File: config.mk
export PLATFORM = sky130hd
export DESIGN_NAME = muldiv_sched_flat
export DESIGN_NICKNAME = d
export VERILOG_FILES = /design/src/rtl/muldiv_sched_if.sv /design/src/rtl/muldiv_sched.sv /design/src/flat_wrapper.sv
export SDC_FILE = /design/constraint.sdc
export NUM_CORES = 1
export LEC_CHECK = 0
export ABC_AREA = 1
export ABC_CLOCK_PERIOD_IN_PS = 7550
export CAP_MARGIN = 15
export CORE_MARGIN = 1
export CORE_UTILIZATION = 30
export CTS_BUF_LIST = sky130_fd_sc_hd__clkbuf_16
export CTS_CLUSTER_DIAMETER = 80
export DETAILED_ROUTE_END_ITERATION = 10
export GPL_TIMING_DRIVEN = 1
export PLACE_DENSITY = 0.52
export SYNTH_ARGS = -nofsm -noshare
export SYNTH_HDL_FRONTEND = slang
export SYNTH_SLANG_ARGS = --single-unit
export TNS_END_PERCENT = 10
File: constraint.sdc
create_clock -name clk -period 7.55 [get_ports clk]
set_clock_uncertainty 0.05 [all_clocks]
set_input_delay 1.51 -clock clk [delete_from_list [all_inputs] [get_ports clk]]
set_output_delay 1.51 -clock clk [all_outputs]
set_load 0.01 [all_outputs]
File: src/rtl/muldiv_sched_if.sv
// Pipeline-side handshake bundle for the multiply/divide sequencer.
// The pipeline drives through the master modport; the sequencer sits on the slave.
interface muldiv_sched_if #(
  parameter int WIDTH = 32
);
  logic             start;
  logic [1:0]       op;
  logic [WIDTH-1:0] a;
  logic [WIDTH-1:0] b;
  logic             flush;
  logic             rd_hilo;
  logic             wr_hi;
  logic             wr_lo;
  logic [WIDTH-1:0] wdata;
  logic [WIDTH-1:0] hi;
  logic [WIDTH-1:0] lo;
  logic             busy;
  logic             done;
  logic             stall;

  modport master (
    output start, op, a, b, flush, rd_hilo, wr_hi, wr_lo, wdata,
    input  hi, lo, busy, done, stall
  );

  modport slave (
    input  start, op, a, b, flush, rd_hilo, wr_hi, wr_lo, wdata,
    output hi, lo, busy, done, stall
  );
endinterface

File: src/rtl/muldiv_sched.sv
// Iterative MIPS mult/multu/div/divu sequencer owning HI/LO, with stall request.
// Define MULDIV_FAST_MUL_EN to run mult/multu through a single-cycle multiplier.
module muldiv_sched #(
  parameter int WIDTH = 32,
  parameter int CNT_W = 5
) (
  input  logic            clk,
  input  logic            reset,
  muldiv_sched_if.slave   bus
);

  typedef enum logic [2:0] {IDLE, RUN, FAST, FIN, DONE} state_t;

  state_t             state_reg;
  logic [CNT_W-1:0]   cnt_reg;
  logic [2*WIDTH-1:0] work_reg;
  logic [WIDTH-1:0]   mcand_reg;
  logic [WIDTH-1:0]   hi_reg;
  logic [WIDTH-1:0]   lo_reg;
  logic               is_div_reg;
  logic               neg_res_reg;
  logic               neg_rem_reg;
  logic               div_zero_reg;
  logic               done_reg;

  logic               signed_op;
  logic               sign_a;
  logic               sign_b;
  logic [WIDTH-1:0]   abs_a;
  logic [WIDTH-1:0]   abs_b;
  logic               accept;

  assign signed_op = ~bus.op[0];
  assign sign_a    = signed_op & bus.a[WIDTH-1];
  assign sign_b    = signed_op & bus.b[WIDTH-1];
  assign abs_a     = sign_a ? -bus.a : bus.a;
  assign abs_b     = sign_b ? -bus.b : bus.b;
  assign accept    = (state_reg == IDLE) && bus.start && !bus.flush;

  // Shift-add step: work_reg = {partial product, remaining multiplier bits}.
  logic [WIDTH:0]     mul_sum;
  logic [2*WIDTH-1:0] mul_next;
  assign mul_sum  = {1'b0, work_reg[2*WIDTH-1:WIDTH]}
                  + {1'b0, (work_reg[0] ? mcand_reg : {WIDTH{1'b0}})};
  assign mul_next = {mul_sum, work_reg[WIDTH-1:1]};

  // Restoring step: work_reg = {remainder, dividend bits shifting into quotient}.
  logic [WIDTH:0]     div_shift;
  logic [WIDTH:0]     div_diff;
  logic [2*WIDTH-1:0] div_next;
  assign div_shift = {work_reg[2*WIDTH-1:WIDTH], work_reg[WIDTH-1]};
  assign div_diff  = div_shift - {1'b0, mcand_reg};
  assign div_next  = div_diff[WIDTH]
                   ? {div_shift[WIDTH-1:0], work_reg[WIDTH-2:0], 1'b0}
                   : {div_diff[WIDTH-1:0],  work_reg[WIDTH-2:0], 1'b1};

  // Sign fix-up applied on the way into HI/LO.
  logic [2*WIDTH-1:0] prod_fix;
  logic [WIDTH-1:0]   quo_fix;
  logic [WIDTH-1:0]   rem_fix;
  logic [WIDTH-1:0]   res_hi;
  logic [WIDTH-1:0]   res_lo;
  assign prod_fix = neg_res_reg ? -work_reg : work_reg;
  assign quo_fix  = div_zero_reg ? {WIDTH{1'b1}}
                  : (neg_res_reg ? -work_reg[WIDTH-1:0] : work_reg[WIDTH-1:0]);
  assign rem_fix  = neg_rem_reg ? -work_reg[2*WIDTH-1:WIDTH] : work_reg[2*WIDTH-1:WIDTH];
  assign res_hi   = is_div_reg ? rem_fix : prod_fix[2*WIDTH-1:WIDTH];
  assign res_lo   = is_div_reg ? quo_fix : prod_fix[WIDTH-1:0];

  always_ff @(posedge clk or posedge reset) begin
    if (reset) begin
      state_reg    <= IDLE;
      cnt_reg      <= '0;
      work_reg     <= '0;
      mcand_reg    <= '0;
      hi_reg       <= '0;
      lo_reg       <= '0;
      is_div_reg   <= 1'b0;
      neg_res_reg  <= 1'b0;
      neg_rem_reg  <= 1'b0;
      div_zero_reg <= 1'b0;
      done_reg     <= 1'b0;
    end else begin
      done_reg <= 1'b0;
      case (state_reg)
        IDLE: begin
          if (accept) begin
            is_div_reg   <= bus.op[1];
            neg_res_reg  <= sign_a ^ sign_b;
            neg_rem_reg  <= sign_a;
            div_zero_reg <= bus.op[1] && (bus.b == '0);
            mcand_reg    <= abs_b;
            work_reg     <= {{WIDTH{1'b0}}, abs_a};
            cnt_reg      <= '0;
`ifdef MULDIV_FAST_MUL_EN
            state_reg    <= bus.op[1] ? RUN : FAST;
`else
            state_reg    <= RUN;
`endif
          end else begin
            // mthi/mtlo only land while idle; a same-cycle start wins.
            if (bus.wr_hi) hi_reg <= bus.wdata;
            if (bus.wr_lo) lo_reg <= bus.wdata;
          end
        end
        RUN: begin
          if (bus.flush) begin
            state_reg <= IDLE;
          end else begin
            work_reg <= is_div_reg ? div_next : mul_next;
            if (cnt_reg == CNT_W'(WIDTH-1)) state_reg <= FIN;
            else                            cnt_reg   <= cnt_reg + 1'b1;
          end
        end
`ifdef MULDIV_FAST_MUL_EN
        FAST: begin
          if (bus.flush) begin
            state_reg <= IDLE;
          end else begin
            work_reg  <= {{WIDTH{1'b0}}, work_reg[WIDTH-1:0]} * {{WIDTH{1'b0}}, mcand_reg};
            state_reg <= FIN;
          end
        end
`endif
        FIN: begin
          if (bus.flush) begin
            state_reg <= IDLE;
          end else begin
            hi_reg    <= res_hi;
            lo_reg    <= res_lo;
            done_reg  <= 1'b1;
`ifdef MULDIV_FAST_MUL_EN
            state_reg <= is_div_reg ? DONE : IDLE;
`else
            state_reg <= DONE;
`endif
          end
        end
        DONE:    state_reg <= IDLE;
        default: state_reg <= IDLE;
      endcase
    end
  end

  assign bus.hi    = hi_reg;
  assign bus.lo    = lo_reg;
  assign bus.done  = done_reg;
  assign bus.busy  = (state_reg != IDLE);
  assign bus.stall = bus.busy & (bus.start | bus.rd_hilo | bus.wr_hi | bus.wr_lo);

endmodule

File: src/flat_wrapper.sv
// flat-port wrapper written by rule: the top's interface ports become plain ports
module muldiv_sched_flat 
#(
  parameter int WIDTH = 32,
  parameter int CNT_W = 5
)
  (clk, reset, bus_start, bus_op, bus_a, bus_b, bus_flush, bus_rd_hilo, bus_wr_hi, bus_wr_lo, bus_wdata, bus_hi, bus_lo, bus_busy, bus_done, bus_stall);
  muldiv_sched_if #(.WIDTH(WIDTH)) bus_i ();
  input  logic clk;
  input  logic reset;
  input wire logic [$bits(bus_i.start)-1:0] bus_start;
  input wire logic [$bits(bus_i.op)-1:0] bus_op;
  input wire logic [$bits(bus_i.a)-1:0] bus_a;
  input wire logic [$bits(bus_i.b)-1:0] bus_b;
  input wire logic [$bits(bus_i.flush)-1:0] bus_flush;
  input wire logic [$bits(bus_i.rd_hilo)-1:0] bus_rd_hilo;
  input wire logic [$bits(bus_i.wr_hi)-1:0] bus_wr_hi;
  input wire logic [$bits(bus_i.wr_lo)-1:0] bus_wr_lo;
  input wire logic [$bits(bus_i.wdata)-1:0] bus_wdata;
  output wire logic [$bits(bus_i.hi)-1:0] bus_hi;
  output wire logic [$bits(bus_i.lo)-1:0] bus_lo;
  output wire logic [$bits(bus_i.busy)-1:0] bus_busy;
  output wire logic [$bits(bus_i.done)-1:0] bus_done;
  output wire logic [$bits(bus_i.stall)-1:0] bus_stall;
  assign bus_i.start = bus_start;
  assign bus_i.op = bus_op;
  assign bus_i.a = bus_a;
  assign bus_i.b = bus_b;
  assign bus_i.flush = bus_flush;
  assign bus_i.rd_hilo = bus_rd_hilo;
  assign bus_i.wr_hi = bus_wr_hi;
  assign bus_i.wr_lo = bus_wr_lo;
  assign bus_i.wdata = bus_wdata;
  assign bus_hi = bus_i.hi;
  assign bus_lo = bus_i.lo;
  assign bus_busy = bus_i.busy;
  assign bus_done = bus_i.done;
  assign bus_stall = bus_i.stall;
  muldiv_sched #(.WIDTH(WIDTH), .CNT_W(CNT_W)) u_core (.clk(clk), .reset(reset), .bus(bus_i));
endmodule
**After elaboration in Yosys (flattened, before gate mapping)**

Cells that the tools add are included.

- Flip-flop bits (word level): 173
- Latch bits: 0
- RAM bits: 0
- ROM bits: 0
- Bits of input ports: 105
- Output and inout port bits: 67
- Word-level logic and storage cells: 86
- Memories kept: 0

- Add/sub/neg operators: 8
- Multiply operators: 0
- Div/mod/pow operators: 0
- Order comparisons: 0
- Equal/unequal tests: 11
- Shift operators: 0
- Muxes and demuxes: 33
- Bitwise gates (word level): 8
- Reductions and logical operators: 15

Operator list:

| kind | count |
|---|---|
| 32-bit 2-to-1 mux | 14 |
| 64-bit 2-to-1 mux | 5 |
| 32-bit negator | 4 |
| 32-bit case mux with 2 select lines | 2 |
| 64-bit case mux with 2 select lines | 1 |
| 64-bit negator | 1 |
| 32-bit by 32-bit adder with 33-bit output | 1 |
| 33-bit by 32-bit subtractor with 33-bit output | 1 |
| 32-bit logical NOT | 1 |
| 5-bit 2-to-1 mux | 3 |
| 3-bit 2-to-1 mux | 4 |
| 2-bit inequality test (second input constant) | 6 |
| 4-bit AND reduction | 3 |
| 5-bit case mux with 2 select lines | 1 |
| 3-bit case mux with 3 select lines | 1 |
| 5-bit by 1-bit adder with 5-bit output (second input constant) | 1 |
| 5-bit equality test (second input constant) | 1 |
| 2-bit AND reduction | 2 |
| 2-bit nonzero test | 2 |
| 1-bit bitwise AND | 3 |
| 3-bit by 1-bit equality test with 1-bit output (second input constant) | 1 |
| 3-bit by 2-bit equality test with 1-bit output (second input constant) | 1 |
| 1-bit logical AND | 3 |
| 3-bit logical NOT | 1 |
| 9 further kinds | 12 |

**Longest topological paths before layout**

- Depth in word-level cells: 6
- Depth in mapped cells: 22
- Mapped depth without buffers: 20

**Worst setup path after synthesis**

Ideal clock, no wire load.

- Path type: input to output
- From: input bus_start
- To: output bus_stall
- Arrival time: 1.943 ns
- Data required time: 5.990 ns
- Slack: 4.047 ns
- Cell stages on the path: 2
- Path buffers: 0
- Cells stage by stage: o41ai_1 -> inv_1

- Cells in the longest elaborated chain, start to end: 4

Ends and longest elaborated chain:

| what | line | RTL |
|---|---|---|
| start, declared | flat_wrapper.sv:11 | `input wire logic [$bits(bus_i.start)-1:0] bus_start;` |
| 1-bit bitwise OR (3 in a row) | muldiv_sched.sv:149 | `assign bus.stall = bus.busy & (bus.start \| bus.rd_hilo \| bus.wr_hi \| bus.wr_lo);` |
| 1-bit bitwise AND | muldiv_sched.sv:149 |  |
| end, declared | flat_wrapper.sv:24 | `output wire logic [$bits(bus_i.stall)-1:0] bus_stall;` |

Every way passes these cells.

**Worst setup path after layout**

- From: input bus_flush
- To: register u_core.lo_reg[7], in the netlist u_core.bus.lo[7]

- Cells in the longest elaborated chain, start to end: 4
- Elaborated cells between the ends (all ways): 5
- Those cells by class: eq/ne (2); reduce/logical (3)

Ends and longest elaborated chain:

| what | line | RTL |
|---|---|---|
| start, declared | flat_wrapper.sv:15 | `input wire logic [$bits(bus_i.flush)-1:0] bus_flush;` |
| 1-bit logical NOT | muldiv_sched.sv:38 | `assign accept = (state_reg == IDLE) && bus.start && !bus.flush;` |
| 1-bit logical AND | muldiv_sched.sv:38 |  |
| 2-bit inequality test (no source line) | -- |  |
| 4-bit AND reduction (no source line) * | -- |  |
| end signal, assigned | muldiv_sched.sv:103 | `if (bus.wr_lo) lo_reg <= bus.wdata;` |
| end signal, assigned | muldiv_sched.sv:130 | `lo_reg <= res_lo;` |
| end, declared | muldiv_sched.sv:19 | `logic [WIDTH-1:0] lo_reg;` |

Mark *: on every way between the ends. The rest lies on a longest branch, timed or not.
A chain may end at the register's enable or synchronous reset.

==> summary.txt <==
WL/cell - 19.20 µm
fmax - 222.1 MHz
top-area cell type share of the netlist area - 25.32%
Chip Height - 240.7 µm
area delta synth->final - 17.91%
final std cells w/o fill - 3,833
Slew headroom - 24.45%
placed cell count - 3,800
Final ANT Viol Nets - 0
dpl hpwl - 58.58 mm
Post-synth EDFFs - 0
Port Buffer Count - 171
Final Core Density - 35.75%
TritonCTS clock tree - yes
Mean Syn Cell Area - 5.805 µm²
Worst Path Required - 7.90 ns
# Post-CTS Setup Buffers - 0
Global Route Usage Sum - 25.68%
clock sinks - 173
share of layout cells above drive strength 1 - 2.925%
post-layout min period - 4.503 ns
DR iter-0 viols - 1,753
setup TNS - 0 ns
Cell Area, Synth - 17,100 µm²
actual slew at the worst max-slew pin - 1.132 ns
Nets - 3,241
Placed Area - 19,530 µm²
CTS H-tree depth - 4
post-cts resize count - 0
ranking of synthesized cells by area - dfrtp_1 25%, nand2_1 20%, inv_1 8.7%
Longest Clk Path Bufs - 2
GP Congestion - 0.9681
starting density of the core - 30.32%
leakage - 10.07 nW
clk_lat worst skew - 0.51 ns
CTS Hold Buffers Added - 0
Synth area leader - dfrtp_1
vias per cell - 5.069
fin crit share - 59.65%
synthesized flop and latch total - 173
status - finished clean
ant diodes - 0
setup violators final - 0
Critical Path AT - 4.85 ns
row count - 87
hold crit path type - register to register
RSZ-0062 raised after global routing - no
nature of the critical path endpoint - register
core area - 56,390 µm²
die area - 57,950 µm²
Max VDD drop - 191.3 µV
post-route cell area - 20,160 µm²
Top FF cell, synth - dfrtp_1
total power per unit cell area - 340.7 nW/µm²
final slew viol count - 0
Tot Pwr - 6.868 mW
Num CTS Buffers - 17
Pre-antenna DRT Iters - 8
io pins - 172
Mapped Cells - 2,945
Max-Cap Viols - 0
Vias - 19,430
Yosys warnings - 0
sequential area share after synthesis - 25.32%
final wirelength - 73.59 mm
initial antenna violation count - 0
max reg flops - 64
final hold violation count - 0
Post-synth ARST share - 100.0%
total congestion overflow - 0
Worst-path clk slew - 0.08 ns
clock root cell - clkbuf_16
first-pass GRT wire length - 111.0 mm
Syn Nets - 3,122
number of remaining DRC errors - 0
Setup crit start kind - input port
number of global-route vias before repair - 18,177
Distinct cells, synth - 43
pin count of the biggest net entering global routing - 73
worst-path fanout max - 51
Chip Width - 240.7 µm
WS Path Type - input port to register
-- routing by layer --
metal	GRT usage [%]	vias to the layer above	routed length [µm]
met5	0	-	0
met4	7.682	0	1828
met3	3.523	82	3988
met2	41.10	604	33260
met1	35.66	9050	34510
li1	-	9694	-
-- cell families (layout without fill, tap and decap cells) --
| group | after synthesis | after routing | share of synthesized area, % |
|---|---|---|---|
| AO/OA/AOI/OAI | 485 | 485 | 15.47 |
| buffers and inverters | 500 | 632 | 11.25 |
| flip-flops | 173 | 173 | 25.32 |
| adder cells (fa/ha/maj) | 72 | 72 | 5.357 |
| AND/OR/NAND/NOR | 1671 | 1671 | 40.35 |
| XOR/XNOR | 44 | 44 | 2.254 |
-- synthesized netlist by cell type (7+ instances only) --
library cell / instances
nand4_1: 33
buf_2: 16
buf_4: 7
nand3b_1: 25
a22oi_1: 13
inv_2: 11
o21bai_1: 10
a21oi_1: 208
o211ai_1: 24
clkbuf_1: 64
nor2_1: 395
nand3_1: 251
xnor2_1: 15
nand2_1: 918
a31oi_1: 42
ha_1: 70
inv_1: 396
nor3_1: 16
xor2_1: 29
dfrtp_1: 173
or2_2: 12
o21ai_0: 167
a21o_1: 7
-- worst paths after layout --
check                                                start                             to  slack [ns]  cells after the start
setup / recovery                                 bus_flush   u_core.bus.lo[7]$_DFFE_PP0P_        3.05                     10
hold / removal               u_core.bus.lo[12]$_DFFE_PP0P_  u_core.bus.lo[12]$_DFFE_PP0P_        0.47                      2
hold reg to reg              u_core.bus.lo[12]$_DFFE_PP0P_  u_core.bus.lo[12]$_DFFE_PP0P_        0.47                      2
min in group asynchronous                            reset  u_core.bus.hi[25]$_DFFE_PP0P_        1.39                      2
max in group asynchronous                            reset  u_core.is_div_reg$_DFFE_PP0P_        4.75                      3
setup reg to reg           u_core.state_reg[2]$_DFFE_PP0P_   u_core.bus.lo[7]$_DFFE_PP0P_        3.29                      8
-- cells in the final DEF, fill, tap and decap left out, types with 3 or more instances in the layout --
cell and count:
a21o_1 7, a21oi_1 208, a22oi_1 13, a31oi_1 42
and2_1 4, buf_4 19, clkbuf_16 17, clkdlybuf4s50_1 171
dfrtp_1 172, ha_1 70, inv_1 395, inv_2 11
inv_6 6, inv_8 5, nand2_1 918, nand2_2 4
nand3_1 250, nand3b_1 25, nand4_1 33, nor2_1 393
nor2_2 3, nor3_1 16, nor4_1 3, o211ai_1 24
o21ai_0 167, o21ai_1 4, o21bai_1 10, o31ai_1 3
or2_2 12, xnor2_1 15, xor2_1 29
-- area by class of cell --
cell class / instances / area, µm²
multi-input combinational: 2272 / 10850
fill: 6304 / 36230
inverter: 409 / 1540
timing repair buffer: 191 / 1869
clock inverter: 15 / 192.7
tap: 756 / 945.9
sequential: 173 / 4330
clock buffer: 17 / 425.4
-- report_power, final --
part | switching [mW] | internal [mW]
registers | 0.521 | 1.17
clock network | 0.468 | 0.506
logic | 2.81 | 1.39
-- critical path, cell delays in order --
cell	delay, ns
clkdlybuf4s50_1	0.62
inv_1	0.09
nand3_2	0.08
buf_4	0.41
nand2_1	0.14
o21ai_1	0.20
nand2_1	0.63
inv_2	0.79
o211ai_1	0.19
o21a_1	0.15
-- per-stage QoR --
stage / worst slack [ns] / hold WS [ns]
after floorplan: 1.302 / 0.4205
after global placement: 2.662 / 0.4461
after detailed placement: 2.606 / 0.4471
after CTS: 3.076 / 0.4682
after global routing: 2.800 / 0.4834
final: 3.047 / 0.4685
Note: power is estimated with default switching activity, not from simulation.
